**config.mk**
```make
export PLATFORM = sky130hd
export DESIGN_NAME = render_scan_pipe
export DESIGN_NICKNAME = d
export VERILOG_FILES = /design/src/rtl/render_pkg.sv /design/src/rtl/render_pipe_stage.sv /design/src/rtl/render_scan_pipe.sv
export SDC_FILE = /design/constraint.sdc
export NUM_CORES = 1
export LEC_CHECK = 0
export BUFFER_PORTS_ARGS = -buffer_cell sky130_fd_sc_hd__buf_2
export CAP_MARGIN = 20
export CORE_MARGIN = 2
export CORE_UTILIZATION = 30
export DETAILED_ROUTE_END_ITERATION = 10
export GPL_ROUTABILITY_DRIVEN = 0
export HOLD_SLACK_MARGIN = 0.03
export PLACE_DENSITY = 0.56
export RECOVER_POWER = 100
export SYNTH_ARGS = -nofsm -noshare
export SYNTH_HDL_FRONTEND = slang
export SYNTH_HIERARCHICAL = 1
export SYNTH_SLANG_ARGS = --single-unit
```
**constraint.sdc**
```tcl
create_clock -name clk -period 3.6 [get_ports clk]
set_clock_uncertainty 0.2 [all_clocks]
set_input_delay 0.72 -clock clk [delete_from_list [all_inputs] [get_ports clk]]
set_output_delay 0.72 -clock clk [all_outputs]
set_load 0.02 [all_outputs]
```
**src/rtl/render_pkg.sv**
```systemverilog
// Shared mode codes, FSM state encoding and helpers for the render scan pipeline.
package render_pkg;

   localparam logic [1:0] ModeMove   = 2'b10;
   localparam logic [1:0] ModeRotate = 2'b11;

   typedef logic [2:0] state_t;

   localparam state_t StIdle  = 3'd0;
   localparam state_t StInit  = 3'd1;
   localparam state_t StScan  = 3'd2;
   localparam state_t StDrain = 3'd3;
   localparam state_t StDone  = 3'd4;

   function automatic logic mode_valid(input logic [1:0] mode);
      return (mode == ModeMove) || (mode == ModeRotate);
   endfunction

endpackage

```
**src/rtl/render_pipe_stage.sv**
```systemverilog
// One coordinate/valid slot of the render shift chain; loads only on a common advance.
module render_pipe_stage #(
   parameter int unsigned COORD_W = 10
) (
   input  logic               clk,
   input  logic               reset_n,
   input  logic               advance,
   input  logic               in_valid,
   input  logic [COORD_W-1:0] in_x,
   input  logic [COORD_W-1:0] in_y,
   output logic               out_valid,
   output logic [COORD_W-1:0] out_x,
   output logic [COORD_W-1:0] out_y
);

   logic               valid_q;
   logic [COORD_W-1:0] x_q;
   logic [COORD_W-1:0] y_q;

   // Invalid slots carry zero coordinates so downstream never sees stale pixels.
   always_ff @(posedge clk or negedge reset_n) begin
      if (!reset_n) begin
         valid_q <= 1'b0;
         x_q     <= '0;
         y_q     <= '0;
      end else if (advance) begin
         valid_q <= in_valid;
         x_q     <= in_valid ? in_x : '0;
         y_q     <= in_valid ? in_y : '0;
      end
   end

   assign out_valid = valid_q;
   assign out_x     = x_q;
   assign out_y     = y_q;

endmodule

```
**src/rtl/render_scan_pipe.sv**
```systemverilog
// Raster scan generator feeding a stallable coordinate pipeline; counts completed frames.
module render_scan_pipe
   import render_pkg::*;
#(
   parameter int unsigned H_PIXELS   = 800,
   parameter int unsigned V_PIXELS   = 600,
   parameter int unsigned COORD_W    = 10,
   parameter int unsigned PIPE_DEPTH = 4
) (
   input  logic                  clk,
   input  logic                  reset_n,
   input  logic                  draw_req,
   input  logic [1:0]            draw_mode,
   input  logic                  tail_ready,
   output logic [PIPE_DEPTH-1:0] stage_valid,
   output logic [COORD_W-1:0]    issue_x,
   output logic [COORD_W-1:0]    issue_y,
   output logic [COORD_W-1:0]    tail_x,
   output logic [COORD_W-1:0]    tail_y,
   output logic                  tail_valid,
   output logic                  busy,
   output logic                  frame_done,
   output logic [1:0]            frame_mode,
   output logic [15:0]           frame_cnt
);

   localparam int unsigned MaxDim = (H_PIXELS > V_PIXELS) ? H_PIXELS : V_PIXELS;
   localparam logic [COORD_W-1:0] XLast = COORD_W'(H_PIXELS - 1);
   localparam logic [COORD_W-1:0] YLast = COORD_W'(V_PIXELS - 1);

   if (PIPE_DEPTH < 2 || (64'd1 << COORD_W) <= 64'(MaxDim)) begin : g_bad_params
      $error("render_scan_pipe: COORD_W too narrow or PIPE_DEPTH below 2");
   end

   state_t             state_q, state_d;
   logic [COORD_W-1:0] cnt_x_q, cnt_x_d;
   logic [COORD_W-1:0] cnt_y_q, cnt_y_d;
   logic               pend_q, pend_d;
   logic [1:0]         pend_mode_q, pend_mode_d;
   logic [1:0]         frame_mode_q, frame_mode_d;
   logic [15:0]        frame_cnt_q, frame_cnt_d;
   logic               issue_v;
   logic               req_ok;
   logic               head_last;
   logic               tail_last;

   logic [COORD_W-1:0] x_chain [PIPE_DEPTH];
   logic [COORD_W-1:0] y_chain [PIPE_DEPTH];

   for (genvar k = 0; k < PIPE_DEPTH; k++) begin : g_stage
      logic               in_v;
      logic [COORD_W-1:0] in_x;
      logic [COORD_W-1:0] in_y;
      if (k == 0) begin : g_head
         assign in_v = issue_v;
         assign in_x = cnt_x_q;
         assign in_y = cnt_y_q;
      end else begin : g_body
         assign in_v = stage_valid[k-1];
         assign in_x = x_chain[k-1];
         assign in_y = y_chain[k-1];
      end
      render_pipe_stage #(.COORD_W(COORD_W)) u_stage (
         .clk       (clk),
         .reset_n   (reset_n),
         .advance   (tail_ready),
         .in_valid  (in_v),
         .in_x      (in_x),
         .in_y      (in_y),
         .out_valid (stage_valid[k]),
         .out_x     (x_chain[k]),
         .out_y     (y_chain[k])
      );
   end

   assign issue_x    = x_chain[0];
   assign issue_y    = y_chain[0];
   assign tail_x     = x_chain[PIPE_DEPTH-1];
   assign tail_y     = y_chain[PIPE_DEPTH-1];
   assign tail_valid = stage_valid[PIPE_DEPTH-1];
   assign busy       = (state_q != StIdle);
   assign frame_done = (state_q == StDone) && tail_ready;
   assign frame_mode = frame_mode_q;
   assign frame_cnt  = frame_cnt_q;

   assign req_ok    = draw_req && mode_valid(draw_mode);
   assign head_last = stage_valid[0] && (issue_x == XLast) && (issue_y == YLast);
   assign tail_last = tail_valid && (tail_x == XLast) && (tail_y == YLast);

   always_comb begin
      state_d      = state_q;
      cnt_x_d      = cnt_x_q;
      cnt_y_d      = cnt_y_q;
      pend_d       = pend_q;
      pend_mode_d  = pend_mode_q;
      frame_mode_d = frame_mode_q;
      frame_cnt_d  = frame_cnt_q;
      issue_v      = 1'b0;

      // Request capture keeps running even while the pipe is stalled.
      if (busy && req_ok) begin
         pend_d      = 1'b1;
         pend_mode_d = draw_mode;
      end

      if (tail_ready) begin
         unique case (state_q)
            StIdle: begin
               if (req_ok) begin
                  state_d      = StInit;
                  frame_mode_d = draw_mode;
               end
            end
            StInit: begin
               issue_v = 1'b1;
               state_d = StScan;
            end
            StScan: begin
               if (head_last) state_d = StDrain;
               else           issue_v = 1'b1;
            end
            StDrain: begin
               if (tail_last) state_d = StDone;
            end
            StDone: begin
               frame_cnt_d = frame_cnt_q + 16'd1;
               if (req_ok || pend_q) begin
                  state_d      = StInit;
                  frame_mode_d = req_ok ? draw_mode : pend_mode_q;
                  pend_d       = 1'b0;
               end else begin
                  state_d = StIdle;
               end
            end
            default: state_d = StIdle;
         endcase
      end

      // Counters hold the next pixel to issue; they sit at (0,0) outside a scan.
      if (issue_v) begin
         if (cnt_x_q == XLast) begin
            cnt_x_d = '0;
            cnt_y_d = cnt_y_q + 1'b1;
         end else begin
            cnt_x_d = cnt_x_q + 1'b1;
         end
      end else if (state_q != StInit && state_q != StScan) begin
         cnt_x_d = '0;
         cnt_y_d = '0;
      end
   end

   always_ff @(posedge clk or negedge reset_n) begin
      if (!reset_n) begin
         state_q      <= StIdle;
         cnt_x_q      <= '0;
         cnt_y_q      <= '0;
         pend_q       <= 1'b0;
         pend_mode_q  <= 2'b00;
         frame_mode_q <= 2'b00;
         frame_cnt_q  <= 16'd0;
      end else begin
         state_q      <= state_d;
         cnt_x_q      <= cnt_x_d;
         cnt_y_q      <= cnt_y_d;
         pend_q       <= pend_d;
         pend_mode_q  <= pend_mode_d;
         frame_mode_q <= frame_mode_d;
         frame_cnt_q  <= frame_cnt_d;
      end
   end

endmodule

```
==> flow_metrics.tcl, run 1 <==
set metrics [dict create \
    status "finished, violations left" \
    violations "max-capacitance violations, max-slew violations" \
    ant_nets 0 \
    max_stage_delay_ns 0.67 \
    fillers 1942 \
    yosysMostFrequentCell "dfrtp_1" \
    tritoncts "built" \
    synth_compound_area_share_pct 11.3 \
    synth.distinct_cells 45 \
    r2r_setup_slack_ns 0.70 \
    setup.worst_path.end_class "flip-flop" \
    syn-cell-area_mm2 0.00581 \
    grt_pass1_vias 4069 \
    fin_setup_tns_ns 0 \
    clk_latency_ns 0.41 \
    synth.avg_cell_area_um2 9.68 \
    die_y_um 143 \
    cts.sinks 128 \
    first_pass_iters 4 \
    clk_path_buf_depth 2 \
    synth_nets 609 \
    port-buffer-count 70 \
    num_rows 50 \
    yosysSeqAreaShare_pct 55.2 \
    seqCellArea_mm2 0.00320 \
    setup_ws_ns 0.702 \
    grt-ovfl-total 0 \
    finalPower_mw 3.80 \
    synth_top_family_by_area "simple AND/OR/NAND/NOR gates" \
    cts-root-buf "clkbuf_16" \
    fin_util_pct 36.1 \
    multi_input_area_mm2 0.00205 \
    post_drt_wl_per_cell_um 14.2 \
    synth_top_cell_area_share_pct 55.2 \
    vias 4308 \
    dp_worst_setup_slack_ns 0.929 \
    ios 71 \
    dieArea_mm2 0.0205 \
    synth-xor-area-share_pct 2.71 \
    fin_area_mm2 0.00680 \
    finalCriticalPeriod_ns 2.90 \
    synthFlopType "dfrtp_1" \
    setup_viol 0 \
    fmax_mhz 345 \
    via_per_inst 4.65 \
    power_leakage_nw 2.83 \
    cts_hold_buf 0 \
    worstPathMaxFanout 13 \
    hp-class "reg -> reg" \
    ys_top_cells_by_area "dfrtp_1 55%, nand3_1 8.4%, o21ai_0 7.6%, inv_1 5.4%, xnor2_1 2.0%" \
    yosys.area_share.adder_pct 0.646 \
    hold_start "frame_cnt[15]" \
    cts-resized-gates 0 \
    drtIter0Drc 306 \
    synth-seq-cells 128 \
    yosys.area_share.simple_pct 18.1 \
    yosys-top-cells-count "128 x dfrtp_1, 98 x nand3_1, 88 x o21ai_0" \
    rsz0062_at_grt "false" \
    synth_mux_area_share_pct 2.56 \
    worstRegToRegCells 6 \
    slew-limit-headroom_pct -19.2 \
    core_mm2 0.0188 \
    start_util_pct 30.8 \
    yosys_warnings 6 \
    dpl_cell_area_mm2 0.00630 \
    syn_inst 600 \
    synthArstFlopShare_pct 100 \
    hold_viol 0 \
    cp_cell_sequence "xnor2_1, or2_0, nor2_1, clkbuf_1, nand3_1, o21ai_0" \
    grt_start_max_net_pins 129 \
    routed_wl_um 13200 \
    worst_pin_slew_ns 1.79 \
    cellPowerDensity_mw_per_mm2 558 \
    cts_buffers 17 \
    path_delay_family "simple AND/OR/NAND/NOR gates" \
    r2r_start "state_q[0]" \
    n_antenna_cell 0 \
    drv_slew 274 \
    cp_data_arrival_time_ns 3.00 \
    start_kind "flip-flop" \
    critPathKind "reg -> reg" \
    critPathRequiredTime_ns 3.70 \
    antenna_found_initial 1 \
    r2r_end "g_stage[0].u_stage/out_y[1]" \
    synth-edff-count 0 \
    drive_gt1_share_pct 7.35 \
    synth_top_area_cell "dfrtp_1" \
    die_w_um 143 \
    drcViolationCount 0 \
    max_cap_violations 3 \
    hold_depth 1 \
    final_nets 663 \
    min_to "frame_cnt[15]" \
    gr-usage-all-layers_pct 13.8 \
    area_growth_pct 17.2 \
    vdd_drop_max_mv 0.226 \
    cp_slowest_cell "nor2_1" \
    hpwl_um 8700 \
    htree_levels 4 \
    grt_pass1_wl_um 22100 \
    cts.clk_slew.worst_paths_ns 0.05 \
    cts_setup_buffers 0 \
    final.period_utilization_pct 80.5 \
    path_buf_inv 1 \
]
-- report_power, final --
part	total (mW)	internal, mW	switching (mW)	leakage (nW)
Combinational	0.396	0.103	0.293	0.784
Sequential	1.61	1.50	0.119	1.76
Clock	1.79	1.16	0.627	0.290
-- per-stage QoR --
step                instances  hold WS [ns]
finish                    927         0.267
global route              927         0.286
CTS                       927         0.256
detailed placement        895         0.258
global placement          894         0.251
floorplan                 600         0.224
-- final cells by class --
type / count / area share, %
Clock buffer: 19 / 6.36
Clock inverter: 13 / 2.74
Inverter: 83 / 4.58
Multi-Input combinational cell: 349 / 30.1
Sequential cell: 128 / 47.1
Tap cell: 260 / 4.78
Timing Repair Buffer: 75 / 4.38
-- placed cells by master, fill, tap and decap left out, types with 4 or more instances in the layout --
cell type   count
dfrtp_1       128
nand3_1        98
o21ai_0        88
inv_1          83
clkbuf_1       70
nand2_1        24
nor2_1         18
clkbuf_16      17
nand4_1        15
xnor2_1        13
a21oi_1        10
and3_1          8
mux2i_1         7
mux2_2          7
or3_1           6
and4_1          5
xor2_1          5
a31oi_1         4
o211ai_1        4
bufinv_16       4
clkinvlp_4      4
-- worst max path at each step --
stage               cells after the start                        start                           end  slack [ns]
floorplan                               8  g_stage[0].u_stage/out_x[6]   g_stage[0].u_stage/out_x[5]        1.47
global placement                        4                   tail_ready  g_stage[0].u_stage/out_valid        0.67
detailed placement                      6  g_stage[0].u_stage/out_y[8]  g_stage[0].u_stage/out_valid        0.93
CTS                                     6  g_stage[0].u_stage/out_y[8]  g_stage[0].u_stage/out_valid        0.90
global route                            6                   state_q[0]   g_stage[0].u_stage/out_y[2]        0.39
finish                                  6                   state_q[0]   g_stage[0].u_stage/out_y[1]        0.70
-- registers in the layout (all words and copies together) (netlist names) --
| register | flops |
|---|---|
| cnt_x_q | 10 |
| cnt_y_q | 10 |
| frame_cnt | 16 |
| frame_mode | 2 |
| g_stage.u_stage/out_valid | 4 |
| g_stage.u_stage/out_x | 40 |
| g_stage.u_stage/out_y | 40 |
| pend_mode_q | 2 |
| pend_q | 1 |
| state_q | 3 |
-- cell families (layout without fill, tap and decap cells) --
| logic type | Yosys count | after routing |
|---|---|---|
| compound gates | 118 | 118 |
| xor+xnor | 18 | 18 |
| fa+ha+maj | 3 | 3 |
| buf+inv | 123 | 190 |
| flops | 128 | 128 |
| mux | 14 | 14 |
| simple gates | 196 | 196 |
-- per-layer routing --
layer / wire length, um / track usage, % / share of wire (%)
met1: 6530 / 19.7 / 49
met2: 5920 / 19.4 / 45
met3: 515 / 4.23 / 3.9
met4: 218 / 5.47 / 1.7
met5: 11 / 0 / 0.083
Power figures use the tool's default switching activity.
==> run 2: changes to the inputs <==
PLACE_DENSITY = 0.57   (was 0.56)
clock period = 2.5 ns   (was 3.6 ns; I/O delays follow)
==> run 2 against run 1 <==
- the flow now finishes without violations
- register-to-register slack worse by 0.49 ns
- die area stayed put
- critical path depth is 3 lower
- combinational power is 71% higher
- global-route usage is 0.26 points higher
- via count is 0.84% higher
- sequential power is 41% higher
- total power is 40% higher
- flip-flop and latch count stayed put
- largest cell class unchanged
==> flow_metrics.tcl, run 2 (synthesis gave the netlist of run 1 again) <==
set metrics [dict create \
    power_switching_mw 1.49 \
    ios 71 \
    critPathRequiredTime_ns 1.80 \
    area_growth_pct 18.8 \
    final_nets 677 \
    slew-limit-headroom_pct 27.9 \
    max_cap_violations 0 \
    hold_start "draw_mode[0]" \
    r2r_end "g_stage[0].u_stage/out_valid" \
    sequentialPowerShare_pct 42.7 \
    tritoncts "built" \
    status "complete, no violations" \
    hold_viol 0 \
    fillers 1939 \
    via_per_inst 4.62 \
    worst_pin_slew_ns 1.08 \
    grt_busiest_layer "met2" \
    setup_ws_ns 0.139 \
    start_util_pct 30.8 \
    cts-root-buf "clkbuf_16" \
    finalCriticalPeriod_ns 2.36 \
    drcViolationCount 0 \
    n_antenna_cell 0 \
    combPwrFrac_pct 12.7 \
    r2r_setup_slack_ns 0.21 \
    cp_data_arrival_time_ns 1.66 \
    first_pass_iters 5 \
    r2r_start "g_stage[0].u_stage/out_x[6]" \
    final.period_utilization_pct 94.4 \
    cts-resized-gates 0 \
    cts_buffers 17 \
    worstPathMaxFanout 8 \
    vdd_drop_max_mv 0.475 \
    cts.sinks 128 \
    num_rows 50 \
    grt_start_max_net_pins 116 \
    rsz0062_at_grt "false" \
    worstRegToRegCells 6 \
    grt_pass1_vias 4196 \
    drive_gt1_share_pct 9.54 \
    p_clk_share_pct 44.6 \
    clk_path_buf_depth 2 \
    fin_util_pct 36.6 \
    grtUsageMet2_pct 20.0 \
    core_mm2 0.0188 \
    met3_usage_pct 5.20 \
    min_to "pend_mode_q[0]" \
    htree_levels 4 \
    layout_common_cells "128 x dfrtp_1, 98 x nand3_1, 89 x o21ai_0, 83 x inv_1, 69 x clkbuf_1" \
    final_common_cell "dfrtp_1" \
    setup_viol 0 \
    post_drt_wl_per_cell_um 14.5 \
    setup.worst_path.end_class "primary output" \
    ant_nets 0 \
    cts.clk_slew.worst_paths_ns 0.06 \
    clk_latency_ns 0.42 \
    antenna_found_initial 0 \
    cellPowerDensity_mw_per_mm2 773 \
    routed_wl_um 13600 \
    grt_pass1_wl_um 22500 \
    multi_input_area_mm2 0.00205 \
    grt-ovfl-total 0 \
    drtIter0Drc 278 \
    hold_depth 2 \
    grt_use_met1_pct 19.9 \
    fmax_mhz 424 \
    p_sw_share_pct 27.9 \
    finalPower_mw 5.33 \
    seqCellArea_mm2 0.00320 \
    start_kind "flip-flop" \
    intPower_mw 3.84 \
    dp_worst_setup_slack_ns 0.251 \
    vias 4344 \
    critPathKind "reg -> out" \
    drv_slew 0 \
    die_w_um 143 \
    hpwl_um 9350 \
    dp_cells 908 \
    power_leakage_nw 2.89 \
    gr-usage-all-layers_pct 14.1 \
    fin_setup_tns_ns 0 \
    port-buffer-count 70 \
    fin_cells 941 \
    die_y_um 143 \
    hp-class "in -> reg" \
    dieArea_mm2 0.0205 \
]
## run 2: cell types whose count changed in the layout (fill, tap and decap cells not counted), sizes merged
| cell | before | now |
|---|---|---|
| buf | 4 | 17 |
| bufinv | 4 | 2 |
| clkbuf | 90 | 93 |
| clkinv | 4 | 3 |
| clkinvlp | 4 | 5 |
| dlygate4sd3 | 0 | 1 |
| inv | 84 | 83 |
## run 2: area by class of cell
| class | count | share of cell area, % |
|---|---|---|
| Inverter | 83 | 4.52 |
| Clock buffer | 22 | 6.58 |
| Clock inverter | 10 | 1.63 |
| Timing Repair Buffer | 89 | 6.40 |
| Multi-Input combinational cell | 349 | 29.7 |
| Tap cell | 260 | 4.72 |
| Sequential cell | 128 | 46.4 |
## run 2: stage by stage
stage	hold WS, ns	area (um2)
floorplan	0.00441	5810
global placement	0.254	6430
detailed placement	0.260	6430
CTS	0.136	7010
global route	0.141	6900
finish	0.147	6900
## run 2: power groups by stage
stage / Combinational, mW / Sequential, mW / Clock [mW]
2_1_floorplan: 0.506 / 2.29 / 0
3_3_place_gp: 0.710 / 2.31 / 0
3_5_place_dp: 0.710 / 2.31 / 0
4_1_cts: 0.713 / 2.27 / 2.43
5_1_grt: 0.751 / 2.30 / 2.54
6_report: 0.678 / 2.27 / 2.38
## run 2: worst max-delay path by stage
stage,startpoint,end,slack (ns),cells after the start
floorplan,g_stage[0].u_stage/out_x[6],g_stage[0].u_stage/out_x[5],0.37,8
global placement,cnt_x_q[0],cnt_y_q[5],0.28,6
detailed placement,cnt_x_q[0],cnt_y_q[5],0.25,6
CTS,state_q[0],frame_done,0.14,3
global route,g_stage[0].u_stage/out_y[3],g_stage[0].u_stage/out_x[0],0.03,7
finish,state_q[0],frame_done,0.14,3
## run 2: critical path, cell delays in order (launching register included)
cell and delay, ns:
dfrtp_1 0.44, clkbuf_1 0.17, and4bb_2 0.42, clkbuf_2 0.21
## run 2: repair_timing
action                                 CTS  global route
hold buffers                             1             0
setup buffers                            0             0
endpoints found under the hold margin   35             0
## run 2: metal layers
| layer | wire length (um) | up-vias |
|---|---|---|
| li1 | - | 2196 |
| met1 | 6700 | 2036 |
| met2 | 5790 | 102 |
| met3 | 967 | 10 |
| met4 | 159 | 0 |
| met5 | 0 | - |
